## src/rtl/pc_sequencer_pkg.sv

```systemverilog
// Shared definitions for the fetch PC sequencer: reset/exception vectors,
// cause codes, FSM state encoding and redirect priority ranks.
package pc_sequencer_pkg;

    localparam logic [31:0] RESET_PC       = 32'hBFC0_0000;
    localparam logic [31:0] INT_PROC_ENTRY = 32'h8000_0200;
    localparam logic [31:0] EXC_PROC_ENTRY = 32'h8000_0180;
    localparam logic [31:0] BAD_TARGET     = 32'hFFFF_FFFF;

    localparam logic [4:0] CAUSE_INT  = 5'd0;
    localparam logic [4:0] CAUSE_ADEL = 5'd4;
    localparam logic [4:0] CAUSE_ADES = 5'd5;
    localparam logic [4:0] CAUSE_SYS  = 5'd8;
    localparam logic [4:0] CAUSE_BP   = 5'd9;
    localparam logic [4:0] CAUSE_RI   = 5'd10;
    localparam logic [4:0] CAUSE_OV   = 5'd12;
    localparam logic [4:0] CAUSE_TRAP = 5'd13;

    localparam logic [1:0] ST_IDLE     = 2'd0;
    localparam logic [1:0] ST_FETCH    = 2'd1;
    localparam logic [1:0] ST_REDIRECT = 2'd2;

    // Higher value wins; a pending redirect is only replaced by a strictly higher rank.
    typedef enum logic [1:0] {
        PRI_NONE   = 2'd0,
        PRI_BRANCH = 2'd1,
        PRI_ERET   = 2'd2,
        PRI_EXC    = 2'd3
    } redir_pri_t;

    function automatic logic cause_to_exc_entry(input logic [4:0] cause);
        return (cause == CAUSE_ADEL) || (cause == CAUSE_ADES) || (cause == CAUSE_SYS) ||
               (cause == CAUSE_BP)   || (cause == CAUSE_RI)   || (cause == CAUSE_OV)  ||
               (cause == CAUSE_TRAP);
    endfunction

endpackage

```

## src/rtl/pc_target_sel.sv

```systemverilog
// Combinational next-PC selection: redirect priority and exception cause decode.
module pc_target_sel
    import pc_sequencer_pkg::*;
(
    input  logic [31:0] pc,
    input  logic        answer_exc,
    input  logic [4:0]  exc_cause,
    input  logic        is_eret,
    input  logic [31:0] epc,
    input  logic        is_branch,
    input  logic [31:0] branch_dst,
    output logic [31:0] target,
    output logic [1:0]  pri,
    output logic        bad_cause
);

    always_comb begin
        target    = pc + 32'd4;
        pri       = PRI_NONE;
        bad_cause = 1'b0;
        if (answer_exc) begin
            pri = PRI_EXC;
            if (exc_cause == CAUSE_INT) begin
                target = INT_PROC_ENTRY;
            end else if (cause_to_exc_entry(exc_cause)) begin
                target = EXC_PROC_ENTRY;
            end else begin
                target    = BAD_TARGET;
                bad_cause = 1'b1;
            end
        end else if (is_eret) begin
            pri    = PRI_ERET;
            target = epc;
        end else if (is_branch) begin
            pri    = PRI_BRANCH;
            target = branch_dst;
        end
    end

endmodule

```

## src/rtl/pc_sequencer.sv

```systemverilog
// Instruction fetch PC sequencer (IDLE/FETCH/REDIRECT).
// Build option: DELAY_SLOT_EN keeps the IF instruction on a taken branch.
module pc_sequencer
    import pc_sequencer_pkg::*;
(
    input  logic        i_clk,
    input  logic        i_rst_n,
    input  logic        i_stall,
    output logic        o_imem_req,
    output logic [31:0] o_imem_addr,
    input  logic        i_imem_ack,
    input  logic        i_ID_is_branch_jump_instr,
    input  logic [31:0] i_ID_branch_jump_dst_pc,
    input  logic        i_MEM_is_eret,
    input  logic [31:0] i_MEM_epc_value,
    input  logic        i_answer_exc,
    input  logic [4:0]  i_MEM_exception_cause,
    output logic [31:0] o_IF_pc,
    output logic        o_IF_valid,
    output logic        o_flush_IF_ID,
    output logic        o_flush_ID_EX,
    output logic        o_flush_EX_MEM,
    output logic        o_bad_cause
);

    logic [1:0]  state;
    logic [31:0] pend_pc;
    logic [1:0]  pend_pri;

    logic [31:0] sel_target;
    logic [1:0]  sel_pri;
    logic        sel_bad;
    logic        active, in_fetch, accept, hard, done, br_kill;
    logic [31:0] dest;

    pc_target_sel u_target_sel (
        .pc         (o_IF_pc),
        .answer_exc (i_answer_exc),
        .exc_cause  (i_MEM_exception_cause),
        .is_eret    (i_MEM_is_eret),
        .epc        (i_MEM_epc_value),
        .is_branch  (i_ID_is_branch_jump_instr && !i_stall),
        .branch_dst (i_ID_branch_jump_dst_pc),
        .target     (sel_target),
        .pri        (sel_pri),
        .bad_cause  (sel_bad)
    );

    assign active   = (state != ST_IDLE);
    assign in_fetch = (state == ST_FETCH);
    // In REDIRECT only a strictly higher-ranked redirect replaces the pending one.
    assign accept   = active && (sel_pri != PRI_NONE) && (in_fetch || (sel_pri > pend_pri));
    assign hard     = accept && (sel_pri >= PRI_ERET);
    // Exception/ERET complete the fetch even under stall.
    assign done     = i_imem_ack && (!i_stall || hard);
    assign dest     = (accept || in_fetch) ? sel_target : pend_pc;

`ifdef DELAY_SLOT_EN
    assign br_kill = 1'b0;
`else
    assign br_kill = accept && (sel_pri == PRI_BRANCH);
`endif

    assign o_imem_req     = active;
    assign o_imem_addr    = o_IF_pc;
    assign o_IF_valid     = in_fetch && i_imem_ack && !i_stall && !hard && !br_kill;
    assign o_flush_IF_ID  = hard || br_kill;
    assign o_flush_ID_EX  = hard;
    assign o_flush_EX_MEM = hard;
    assign o_bad_cause    = hard && sel_bad;

    always_ff @(posedge i_clk or negedge i_rst_n) begin
        if (!i_rst_n) begin
            state    <= ST_IDLE;
            o_IF_pc  <= RESET_PC;
            pend_pc  <= 32'd0;
            pend_pri <= PRI_NONE;
        end else begin
            case (state)
                ST_IDLE: state <= ST_FETCH;
                ST_FETCH: begin
                    if (done) begin
                        o_IF_pc <= dest;
                    end else if (accept) begin
                        pend_pc  <= sel_target;
                        pend_pri <= sel_pri;
                        state    <= ST_REDIRECT;
                    end
                end
                ST_REDIRECT: begin
                    // The data returned here belongs to the old address and is dropped.
                    if (done) begin
                        o_IF_pc  <= dest;
                        pend_pri <= PRI_NONE;
                        state    <= ST_FETCH;
                    end else if (accept) begin
                        pend_pc  <= sel_target;
                        pend_pri <= sel_pri;
                    end
                end
                default: state <= ST_IDLE;
            endcase
        end
    end

endmodule

```

## config.mk

```make
export PLATFORM = sky130hd
export DESIGN_NAME = pc_sequencer
export DESIGN_NICKNAME = d
export VERILOG_FILES = /design/src/rtl/pc_sequencer_pkg.sv /design/src/rtl/pc_target_sel.sv /design/src/rtl/pc_sequencer.sv
export SDC_FILE = /design/constraint.sdc
export NUM_CORES = 1
export LEC_CHECK = 0
export BUFFER_PORTS_ARGS = -buffer_cell sky130_fd_sc_hd__buf_2
export CAP_MARGIN = 20
export CORE_MARGIN = 4
export CORE_UTILIZATION = 50
export DETAILED_ROUTE_END_ITERATION = 10
export GPL_TIMING_DRIVEN = 0
export PLACE_DENSITY = 0.88
export SLEW_MARGIN = 5
export SYNTH_ARGS = -nofsm -noshare
export SYNTH_HDL_FRONTEND = slang
export SYNTH_SLANG_ARGS = --single-unit
```

## constraint.sdc

```tcl
create_clock -name i_clk -period 4.1 [get_ports i_clk]
set_clock_uncertainty 0.05 [all_clocks]
set_input_delay 0.41 -clock i_clk [delete_from_list [all_inputs] [get_ports i_clk]]
set_output_delay 0.41 -clock i_clk [all_outputs]
set_load 0.005 [all_outputs]
```

## After elaboration in Yosys (flattened, before gate mapping)

Index checks and enable logic that the tools add are counted.

- Word-level logic and storage cells: 75
- Bits of input ports: 76
- Output and inout port bits: 70
- Register bits: 68

- Reduce and logical (&&, ||, !) cells: 34
- Multiplexer cells: 20
- $lt $le $gt $ge: 2
- Eq/ne operators: 13
- $add $sub $neg: 1
- Bitwise gates (word level): 1

Operators with widths:

| kind | count |
|---|---|
| 32-bit 2-to-1 mux | 5 |
| 32-bit by 3-bit adder with 32-bit output, second input constant | 1 |
| 31-bit 2-to-1 mux | 1 |
| 5-bit by 4-bit == test with 1-bit output, second input constant | 5 |
| 2-bit 2-to-1 mux | 8 |
| 1-bit logical AND | 11 |
| 5-bit by 3-bit == test with 1-bit output, second input constant | 2 |
| 1-bit logical OR | 10 |
| 2-bit case mux with 3 select lines | 1 |
| 3-bit AND reduction | 2 |
| 2-bit nonzero test | 3 |
| 5-bit zero test | 1 |
| 2-bit by 1-bit == test with 1-bit output, second input constant | 2 |
| 1-bit 2-to-1 mux | 4 |
| 2-bit inequality test, second input constant | 2 |
| 2-bit case mux with 2 select lines | 1 |
| 2-bit AND reduction | 2 |
| 1-bit zero test | 3 |
| 2-bit == test, second input constant | 1 |
| 2-bit >= comparator, second input constant | 1 |
| 2-bit greater-than comparator | 1 |
| 2-bit zero test | 1 |
| 2-bit by 1-bit inequality test with 1-bit output, second input constant | 1 |
| 2-bit OR reduction | 1 |
| 1-bit inverter | 1 |

## Logic depth before layout (Yosys ltp)

Gate-level depths: netlist of the first run.

- Word-level depth: 13
- Mapped depth: 14
- Depth with buffers taken out: 10

## Hierarchy

Synthesis of the first run repeated with hierarchy kept, for this count alone.

- Cell total of the unflattened synthesis: 449
- Area, all modules: 5,067.4 µm²

By module, submodules not included:

| module | instances | area an instance (µm²) | cells each | sequential area each (µm²) |
|---|---|---|---|---|
| pc_sequencer | 1 | 3,733.6 | 255 | 1,712.9 |
| pc_target_sel | 1 | 1,333.8 | 194 | 0.0 |

## Worst setup path before layout of the first run

OpenSTA, ideal clock, no wires.

- Path kind: input port to flip-flop
- Start: input i_stall
- End: register o_IF_pc[19]
- Required time: 3,920 ps
- Path slack: 930 ps
- Buffers on the path: 3
- Arrival: 2,989 ps
- Setup time: 130 ps
- Stages on the path: 12
- Path through: nand2b_1 -> clkbuf_1 -> buf_1 -> nor2_1 -> nor2_1 -> ha_1 -> and3b_1 -> a211oi_1 -> o211ai_1 -> clkbuf_1 -> a22oi_1 -> o21ai_0

- Word-level cells in the longest chain between the ends: 12
- Elaborated cells on any way between the ends: 20
- Those cells by class: order compare (2); mux (7); reduce/logical (11)

Ends and longest elaborated chain:

| element | line | text |
|---|---|---|
| start: declaration | pc_sequencer.sv:8 | `input logic i_stall,` |
| 1-bit zero test (*) | pc_sequencer.sv:42 | `.is_branch (i_ID_is_branch_jump_instr && !i_stall),` |
| 1-bit logical AND (*) | pc_sequencer.sv:42 |  |
| 1-bit 2-to-1 mux (*) | pc_target_sel.sv:34 | `end else if (is_branch) begin` |
| 2-bit 2-to-1 mux (*) | pc_target_sel.sv:31 | `end else if (is_eret) begin` |
| 2-bit 2-to-1 mux (*) | pc_target_sel.sv:21 | `if (answer_exc) begin` |
| 2-bit greater-than comparator / 2-bit nonzero test (equally long branches) | pc_sequencer.sv:52 | `assign accept = active && (sel_pri != PRI_NONE) && (in_fetch \|\| (sel_pri > pend_pri));` |
| 1-bit logical OR / 1-bit logical AND (equally long branches) | pc_sequencer.sv:52 |  |
| 1-bit logical AND | pc_sequencer.sv:52 |  |
| 1-bit logical AND (*) | pc_sequencer.sv:53 | `assign hard = accept && (sel_pri >= PRI_ERET);` |
| named net o_flush_EX_MEM | pc_sequencer.sv:22 | `output logic o_flush_EX_MEM,` |
| 1-bit logical OR (*) | pc_sequencer.sv:55 | `assign done = i_imem_ack && (!i_stall \|\| hard);` |
| 1-bit logical AND (*) | pc_sequencer.sv:55 |  |
| 2-bit AND reduction (no line) (*) | n/a |  |
| end signal: assignment | pc_sequencer.sv:83 | `o_IF_pc <= dest;` |
| end signal: assignment | pc_sequencer.sv:93 | `o_IF_pc <= dest;` |
| end: declaration | pc_sequencer.sv:18 | `output logic [31:0] o_IF_pc,` |

Mark *: on every way through the listed nets, which the timed path passes. The rest lies on a longest branch.
A chain may end at the register's enable or synchronous reset.

## Final worst setup path of the first run

- Start: input i_stall
- End: register o_IF_pc[7]

- Word-level cells in the longest chain between the ends: 12
- Elaborated cells on any way between the ends: 20
- Those cells by class: order compare (2); mux (7); reduce/logical (11)

Ends and longest elaborated chain:

| element | line |
|---|---|
| 1-bit zero test (*) | pc_sequencer.sv:42, pc_sequencer.sv:55 |
| 1-bit logical AND | pc_sequencer.sv:42 |
| 1-bit 2-to-1 mux | pc_target_sel.sv:34 |
| 2-bit 2-to-1 mux | pc_target_sel.sv:31 |
| 2-bit 2-to-1 mux | pc_target_sel.sv:21 |
| 2-bit greater-than comparator / 2-bit nonzero test (equally long branches) | pc_sequencer.sv:52 |
| 1-bit logical OR / 1-bit logical AND (equally long branches) | pc_sequencer.sv:52 |
| 1-bit logical AND | pc_sequencer.sv:52 |
| 1-bit logical AND | pc_sequencer.sv:53 |
| 1-bit logical OR | pc_sequencer.sv:55 |
| 1-bit logical AND | pc_sequencer.sv:55 |
| 2-bit AND reduction (no line) | n/a |

Every way passes the cells marked *; elsewhere a longest branch is shown, timed or not.

==> implementation parameters, run 1 <==
Parameter                              Value

Die
  Width of the die    102.8 um
  Initial Util    between 50% and 60%
  Core Area    8721 sq um
  I/O pin cnt    approximately 150
  Vertical die dimension    roughly 100 um
  Row cnt    34
  Full die area    ~11000 sq um

STA
  Number of hold violations in the final report    0
  Transition at the pin with the smallest max-transition slack    approximately 0.86 ns
  Final total negative setup slack    0 ns
  Max Clock Freq    0.2661 GHz
  Final number of max-transition violations    0
  Period utilization    91.65%
  RSZ-0062 raised after global routing    false
  Post-layout minimum cycle time    3.758 ns
  Final setup violation count    0
  Worst slew margin relative to its limit    42.44%

Synthesis
  Netlist area before placement    roughly 4500 sq um
  Synth top area cells    sky130_fd_sc_hd__dfrtp_1 (33%), sky130_fd_sc_hd__o21ai_0 (6.9%), sky130_fd_sc_hd__buf_4 (5.5%)
  Gate Count Post-Synth    541
  Synthesized flop and latch total    68
  Proportion of synthesized flip-flops having asynchronous set or reset    100.0%
  Number of warnings printed during yosys synthesis    0
  Number of enable flip-flop cells after synthesis    0
  Dominant synthesized flop cell    sky130_fd_sc_hd__dfrtp_1
  Post-synthesis sequential area ratio    38.09%
  Library cell occupying the most area in the post-synthesis netlist    sky130_fd_sc_hd__dfrtp_1
  Average cell area after synthesis    8.312 sq um
  Distinct cell type count after synthesis    55
  Area share of the largest cell type after synthesis    32.83%
  Post-Synthesis Net Count    623

Pwr
  Relative contribution of sequential cells to total power    a little over a third
  Combinational share of power    49.6%
  Int Pwr    between 2000 and 2500 uW
  Clock power frac    14.2%
  P per Cell Area    around 700 nW/um^2
  Leakage dissipation    0.002584 uW
  Reported net switching power    1651 uW
  Switching part of the total    42.52%
  Peak supply drop    0.3032 mV

Detailed routing
  Iteration-0 DRC count of the detailed router    590
  Top metal layer carrying routed signals    met4
  Via-to-Cell Ratio    6.370
  ANT nets after route    0
  Average wire per cell in the routed design    19.70 um
  Iteration count of the initial detailed-routing pass    6
  Total length of routed met2 wires    7404 um
  Post-detailed-routing wire length    15910 um
  Routed wire length on met3    roughly 2000 um
  DRC viols    0
  Post-route met1 wirelength    5840 um
  Detailed-route via count    a little over 5000

CTS
  Worst skew pair latency    0.35 ns
  Cts bufs inserted    9
  Maximum buffer depth of the clock tree    2
  CTS H-tree lvls    3
  CTS tree    built
  TritonCTS sink count    between 60 and 70
  Clock-pin slew on the worst setup and hold paths    0.08 ns
  Post-CTS setup repair buffer count    0
  Resized Gates After CTS    0
  Hold-fix buffers, CTS    0
  Clock root buffer    sky130_fd_sc_hd__clkbuf_8

Global routing
  Gr usage total    between 30 and 40%
  Global-route wire length before repair    24630 um
  Largest net degree at the start of global routing    69
  Vias in the first global route    roughly 5000
  Overflow left after global routing    0
  Initial antenna violation count    0

Place
  Number of placed instances with taps included    around 790
  GP Congestion    ~1.0
  Number of I/O port buffers    roughly 140
  DP Wirelength    around 12000 um

Final layout
  # fillers    742
  Fraction of final layout cells with drive strength greater than 1    31.00%
  Final standard cell count with taps included and fillers excluded    808
  Most common library cell in the layout ignoring fill and taps    sky130_fd_sc_hd__buf_2
  Area growth from synthesis to layout    23.32%
  Ant. Diodes    0
  Fin nets    roughly 800
  Highest-count cells in the layout ignoring fill and taps    sky130_fd_sc_hd__buf_2 (148), sky130_fd_sc_hd__o21ai_0 (62), sky130_fd_sc_hd__dfrtp_1 (59), sky130_fd_sc_hd__nand2_1 (56), sky130_fd_sc_hd__nor2_1 (41)
  Total area of multi-input combinational cells    2370 sq um
  Sequential cell area    1713 sq um

Critical path
  End point of the critical path    o_IF_pc[7]$_DFFE_PN0P_
  Crit path launch    i_stall
  Crit path launch type    input pin
  CP required    between 4 and 5 ns
  Worst reg2reg path depth    8
  Crit Reg-Reg Startpoint    pend_pri[1]$_DFFE_PN0P_
  Slack of the worst reg-to-reg path    around 1.3 ns
  WS Path Type    input pin to flop
  Type of destination of the critical path    flop
  Highest net fanout along the worst path    10
  Endpoint of the worst-slack reg-to-reg timing path    o_IF_pc[7]$_DFFE_PN0P_
  CP Data Arrival Time    3.96 ns

Run
  Number of maximum-capacitance violations    0

Min path
  Path category of the worst min-delay check    input pin to asynchronous set/reset pin

Status
  Result of the run    finished, final reports clean
stage by stage:
stage                     hold WS, ns  utilization [%]  setup slack (ns)  total power, uW  area, sq um
after floorplan               0.06441                -            0.9304             2536         4497
after global placement         0.4016            61.38          -0.09535             3180         5353
after detailed placement       0.4073            61.41           -0.3087             3285         5355
after CTS                      0.1562            63.52           0.03160             3834         5539
after global routing           0.1997            63.59            0.1324             4145         5545
final                          0.1318            63.59            0.3422             3884         5545
critical path: stages:
cell and delay (ns):
sky130_fd_sc_hd__buf_2 0.11, sky130_fd_sc_hd__nand2b_1 0.22, sky130_fd_sc_hd__clkbuf_1 0.45, sky130_fd_sc_hd__clkbuf_2 0.39
sky130_fd_sc_hd__nor2_1 0.10, sky130_fd_sc_hd__nor2_1 0.12, sky130_fd_sc_hd__ha_1 0.23, sky130_fd_sc_hd__and3b_1 0.20
sky130_fd_sc_hd__a211oi_2 0.45, sky130_fd_sc_hd__o211a_1 0.28, sky130_fd_sc_hd__clkbuf_1 0.43, sky130_fd_sc_hd__nand2_1 0.31
sky130_fd_sc_hd__o21ai_0 0.26
cell usage after synthesis, drive strengths merged, types with 13 or more instances:
cell type and instances:
o21ai 62, dfrtp 59, nand2 56, buf 41
nor2 41, a21oi 35, clkbuf 24, nand3 18
nor3 18, a22oi 13, o22ai 13, xnor2 13
registers in the layout, summed over array words and instances (netlist names):
register	cells
pend_pc	32
o_IF_pc	32
state	2
pend_pri	2
per-layer routing:
metal	track usage [%]	vias up
li1	-	2249
met1	38.30	2406
met2	50.45	416
met3	5.954	76
met4	13.25	0
met5	0	-
cell type report:
type | instances | share of cell area, %
plain buffers | 65 | 6.769
flip-flops and latches | 68 | 30.89
inverters | 12 | 0.8123
clock buffers | 13 | 2.685
multi-input cells | 396 | 42.73
clock inverters | 2 | 0.6318
repair buffers | 144 | 13.04
well taps | 108 | 2.437
how the worst min path moves through the flow:
stage	startpoint	end	slack [ns]
after floorplan	i_rst_n	o_IF_pc[0]$_DFFE_PN0P_	0.06
after global placement	pend_pc[0]$_DFFE_PN0P_	pend_pc[0]$_DFFE_PN0P_	0.40
after detailed placement	pend_pc[1]$_DFFE_PN0P_	pend_pc[1]$_DFFE_PN0P_	0.41
after CTS	i_rst_n	o_IF_pc[13]$_DFFE_PN0P_	0.16
after global routing	i_rst_n	pend_pc[31]$_DFFE_PN0P_	0.20
final	i_rst_n	o_IF_pc[13]$_DFFE_PN0P_	0.13
cell families after synthesis:
logic type      Yosys count  synth area share (%)
xor+xnor                 23                 4.480
simple gates            178                 19.56
mux                       5                 1.252
flops                    68                 38.09
buf+inv                  77                 9.321
fa+ha+maj                 6                 1.669
compound gates          184                 25.63
power by group through the flow:
stage                     Sequential [uW]  Combinational [uW]  Clock (uW)
final                                1410                1930         550
after global routing                 1450                2120         575
after CTS                            1390                1900         544
after detailed placement             1400                1880           0
after global placement               1370                1810           0
after floorplan                      1320                1220           0
Power figures use the tool's default switching activity.
==> inputs of run 2 (changes only) <==
--- a/config.mk
+++ b/config.mk
@@ -11,8 +11,9 @@
 export CORE_UTILIZATION = 50
 export DETAILED_ROUTE_END_ITERATION = 10
 export GPL_TIMING_DRIVEN = 0
-export PLACE_DENSITY = 0.88
+export PLACE_DENSITY = 0.86
 export SLEW_MARGIN = 5
 export SYNTH_ARGS = -nofsm -noshare
 export SYNTH_HDL_FRONTEND = slang
+export SYNTH_HIERARCHICAL = 1
 export SYNTH_SLANG_ARGS = --single-unit
==> implementation parameters, run 2 <==
Parameter                              Value

Synthesis
  Post-Synthesis Net Count    533 (-14%)
  Area share of the largest cell type after synthesis    29.14% (-3.7 points)
  Number of warnings printed during yosys synthesis    6 (+6)
  Synthesized flop and latch total    68 (unchanged)
  Post-synthesis sequential area ratio    33.80% (-4.3 points)
  Gate Count Post-Synth    449 (-17%)
  Average cell area after synthesis    11.29 sq um (+36%)
  Library cell occupying the most area in the post-synthesis netlist    sky130_fd_sc_hd__dfrtp_1
  Count leader, synth    sky130_fd_sc_hd__mux2_4
  Synth top area cells    sky130_fd_sc_hd__dfrtp_1 (29%), sky130_fd_sc_hd__mux2_4 (18%), sky130_fd_sc_hd__mux2_2 (7.8%)
  Distinct cell type count after synthesis    58 (+5.5%)
  Number of enable flip-flop cells after synthesis    0 (unchanged)
  Netlist area before placement    5067 sq um (+13%)
  Dominant synthesized flop cell    sky130_fd_sc_hd__dfrtp_1
  Proportion of synthesized flip-flops having asynchronous set or reset    100.0% (unchanged)
  Top cells by instance count after synthesis    sky130_fd_sc_hd__mux2_4 (60), sky130_fd_sc_hd__dfrtp_1 (59), sky130_fd_sc_hd__mux2_2 (35)

Final layout
  Final core area utilization    63.32% (-0.27 points)
  Fin nets    687 (-12%)
  Fraction of final layout cells with drive strength greater than 1    54.61% (+24 points)
  Most common library cell in the layout ignoring fill and taps    sky130_fd_sc_hd__buf_2
  Highest-count cells in the layout ignoring fill and taps    sky130_fd_sc_hd__buf_2 (148), sky130_fd_sc_hd__mux2_4 (60), sky130_fd_sc_hd__dfrtp_1 (59), sky130_fd_sc_hd__mux2_2 (35), sky130_fd_sc_hd__buf_4 (34)
  Leading registers by flop count    o_IF_pc x32, pend_pc x32
  Area growth from synthesis to layout    22.69%
  Ant. Diodes    0 (unchanged)

STA
  Max Clock Freq    0.2820 GHz (+6.0%)
  Worst slew margin relative to its limit    41.94% (-0.50 points)
  Post-layout minimum cycle time    3.547 ns (-0.2113 ns)
  RSZ-0062 raised after global routing    false
  Final total negative setup slack    0 ns (unchanged)
  Final setup violation count    0 (unchanged)
  Number of hold violations in the final report    0 (unchanged)
  Transition at the pin with the smallest max-transition slack    0.8677 ns (+0.008017 ns)
  Final number of max-transition violations    0 (unchanged)
  Period utilization    86.50% (-5.2 points)

Detailed routing
  Average wire per cell in the routed design    18.09 um (-8.1%)
  Iteration-0 DRC count of the detailed router    224 (-62%)
  DRC viols    0 (unchanged)
  ANT nets after route    0 (unchanged)
  Iteration count of the initial detailed-routing pass    5 (-1)
  Post-detailed-routing wire length    13410 um (-16%)
  Detailed-route via count    4183 (-19%)
  Via-to-Cell Ratio    5.645 (-11%)

Critical path
  Cell with the largest stage delay on the worst path    sky130_fd_sc_hd__nor2_1
  Slack of the worst reg-to-reg path    1.38 ns (+0.12 ns)
  Type of destination of the critical path    output port
  Worst reg2reg path depth    8 (unchanged)
  Sequence of cells on the critical path    buf_2 -> nor2b_1 -> buf_2 -> inv_1 -> nor2_1 -> or2_2 -> inv_1 -> ha_1 -> and3b_1 -> a211o_2 -> inv_1 -> and2_1 -> buf_2
  CP Data Arrival Time    3.09 ns (-0.87 ns)
  Endpoint of the worst-slack reg-to-reg timing path    o_IF_pc[28]$_DFFE_PN1P_
  Crit path launch type    input pin
  Crit path launch    i_stall
  Crit Reg-Reg Startpoint    o_IF_pc[2]$_DFFE_PN0P_
  Delay contributed by the slowest stage of the critical path    0.52 ns (+0.07 ns)
  CP required    3.64 ns (-0.66 ns)
  WS Path Type    input pin to output port
  Highest net fanout along the worst path    10 (unchanged)
  End point of the critical path    o_bad_cause

Global routing
  Busiest layer in global routing    met2
  Global-route wire length before repair    21360 um (-13%)
  Met1 capacity usage during global routing    28.51% (-9.8 points)
  Vias in the first global route    4288 (-14%)
  Initial antenna violation count    0 (unchanged)
  Largest net degree at the start of global routing    69 (unchanged)
  Fraction of met3 tracks used by global routing    5.625% (-0.33 points)
  Overflow left after global routing    0 (unchanged)
  Gr usage total    23.02% (-7.2 points)
  GR Util met2    39.45% (-11 points)

Place
  GP Congestion    0.8762 (-12%)
  Number of I/O port buffers    143 (-0.69%)
  DP Wirelength    10010 um (-15%)

Pwr
  Clock power frac    14.8% (+0.6 points)
  Combinational share of power    55.9% (+6.3 points)
  Peak supply drop    0.3877 mV (+28%)
  Relative contribution of sequential cells to total power    29.3% (-7.0 points)
  P per Cell Area    812.3 nW/um^2 (+16%)
  Reported net switching power    1772 uW (+7.3%)
  Switching part of the total    35.09% (-7.4 points)
  Leakage dissipation    0.002913 uW (+13%)
  Power consumption    5051 uW (+30%)
  Int Pwr    3278 uW (+47%)

Run
  Number of maximum-capacitance violations    0 (unchanged)

CTS
  Hold-fix buffers, CTS    0 (unchanged)
  Resized Gates After CTS    0 (unchanged)
  Clock-pin slew on the worst setup and hold paths    0.08 ns (about the same)
  Clock root buffer    sky130_fd_sc_hd__clkbuf_8
  Post-CTS setup repair buffer count    0 (unchanged)
  CTS tree    built
  TritonCTS sink count    68 (unchanged)
  Cts bufs inserted    9 (unchanged)
  CTS H-tree lvls    3 (unchanged)
  Maximum buffer depth of the clock tree    2 (unchanged)
  Worst skew pair latency    0.35 ns (about the same)

Die
  Full die area    11810 sq um (+12%)
  Width of the die    108.7 um (+5.7%)
  Core Area    9819 sq um (+13%)
  Row cnt    36 (+5.9%)
  Initial Util    51.61% (about the same)
  I/O pin cnt    146 (unchanged)
  Vertical die dimension    108.7 um (+5.7%)

Min path
  Path category of the worst min-delay check    input pin to asynchronous set/reset pin

Status
  Result of the run    finished, final reports clean
-- run 2: cell count changes after synthesis, moves of 9 or more --
cell / change
sky130_fd_sc_hd__nor3_1: -14
sky130_fd_sc_hd__mux2_2: +30
sky130_fd_sc_hd__nand2_1: -38
sky130_fd_sc_hd__mux2_4: +60
sky130_fd_sc_hd__o22ai_1: -11
sky130_fd_sc_hd__a31oi_1: -10
sky130_fd_sc_hd__clkbuf_1: -21
sky130_fd_sc_hd__nor2_1: -22
sky130_fd_sc_hd__a21oi_1: -26
sky130_fd_sc_hd__a21o_1: -11
sky130_fd_sc_hd__o21ai_0: -53
sky130_fd_sc_hd__buf_6: +9
-- run 2: cells by family (layout without fill, tap and decap cells) --
logic type	Yosys count	in the layout	synth area share [%]
muxes	102	102	26.99
AOI/OAI and AO/OA	83	83	12.81
xor gates and xnor gates	27	27	4.667
and+or+nand+nor	91	91	10.64
adders and majority gates	8	8	1.975
DFF	68	68	33.80
buffers and inverters	70	229	9.111
-- run 2: layer usage --
layer / vias up / wire [um] / share of wire [%]
met5: - / 0 / 0
met3: 38 / 1024 / 7.6
met1: 2032 / 5337 / 40
li1: 1919 / - / -
met4: 0 / 337 / 2.5
met2: 194 / 6708 / 50
-- run 2: power by group through the flow --
stage | combinational [uW] | clock [uW] | sequential [uW]
3_3_place_gp | 2720 | 0 | 1450
6_report | 2820 | 748 | 1480
2_1_floorplan | 2140 | 0 | 1390
4_1_cts | 2840 | 758 | 1480
5_1_grt | 3030 | 788 | 1540
3_5_place_dp | 2830 | 0 | 1480
-- run 2: area by class of cell --
cell class | instances | area [sq um]
Multi-Input combinational cell | 311 | 2893
Timing Repair Buffer | 143 | 718.2
Tap cell | 133 | 166.4
Fill cell | 806 | 3602
Sequential cell | 68 | 1713
Clock inverter | 4 | 120.1
Inverter | 16 | 60.06
Buffer | 54 | 401.6
Clock buffer | 12 | 145.1
-- run 2: per-stage QoR --
| step | hold slack, ns | instance area [sq um] | setup WS (ns) | std cells |
|---|---|---|---|---|
| 5_1_grt | 0.1977 | 6217 | 0.3827 | 741 |
| 3_3_place_gp | 0.4239 | 5949 | 0.4833 | 725 |
| 4_1_cts | 0.1521 | 6217 | 0.5558 | 741 |
| 3_5_place_dp | 0.4362 | 5952 | 0.3561 | 725 |
| 2_1_floorplan | 0.06441 | 5067 | 1.131 | 449 |
| 6_report | 0.1220 | 6217 | 0.5535 | 741 |
-- run 2: how the worst min path moves through the flow --
stage	cells past startpoint	endpoint	start
after global routing	1	o_IF_pc[16]$_DFFE_PN0P_	i_rst_n
after detailed placement	1	pend_pc[6]$_DFFE_PN0P_	pend_pc[6]$_DFFE_PN0P_
after floorplan	0	o_IF_pc[0]$_DFFE_PN0P_	i_rst_n
after global placement	1	pend_pc[6]$_DFFE_PN0P_	pend_pc[6]$_DFFE_PN0P_
final	1	o_IF_pc[16]$_DFFE_PN0P_	i_rst_n
after CTS	1	o_IF_pc[16]$_DFFE_PN0P_	i_rst_n
-- run 2: worst max-delay path: cells and delay by family --
family | cells | cell delay [ns]
adder cells (fa/ha/maj) | 1 | 0.26
buffers and inverters | 6 | 0.82
AND/OR/NAND/NOR | 5 | 1.22
AO/OA/AOI/OAI | 1 | 0.37
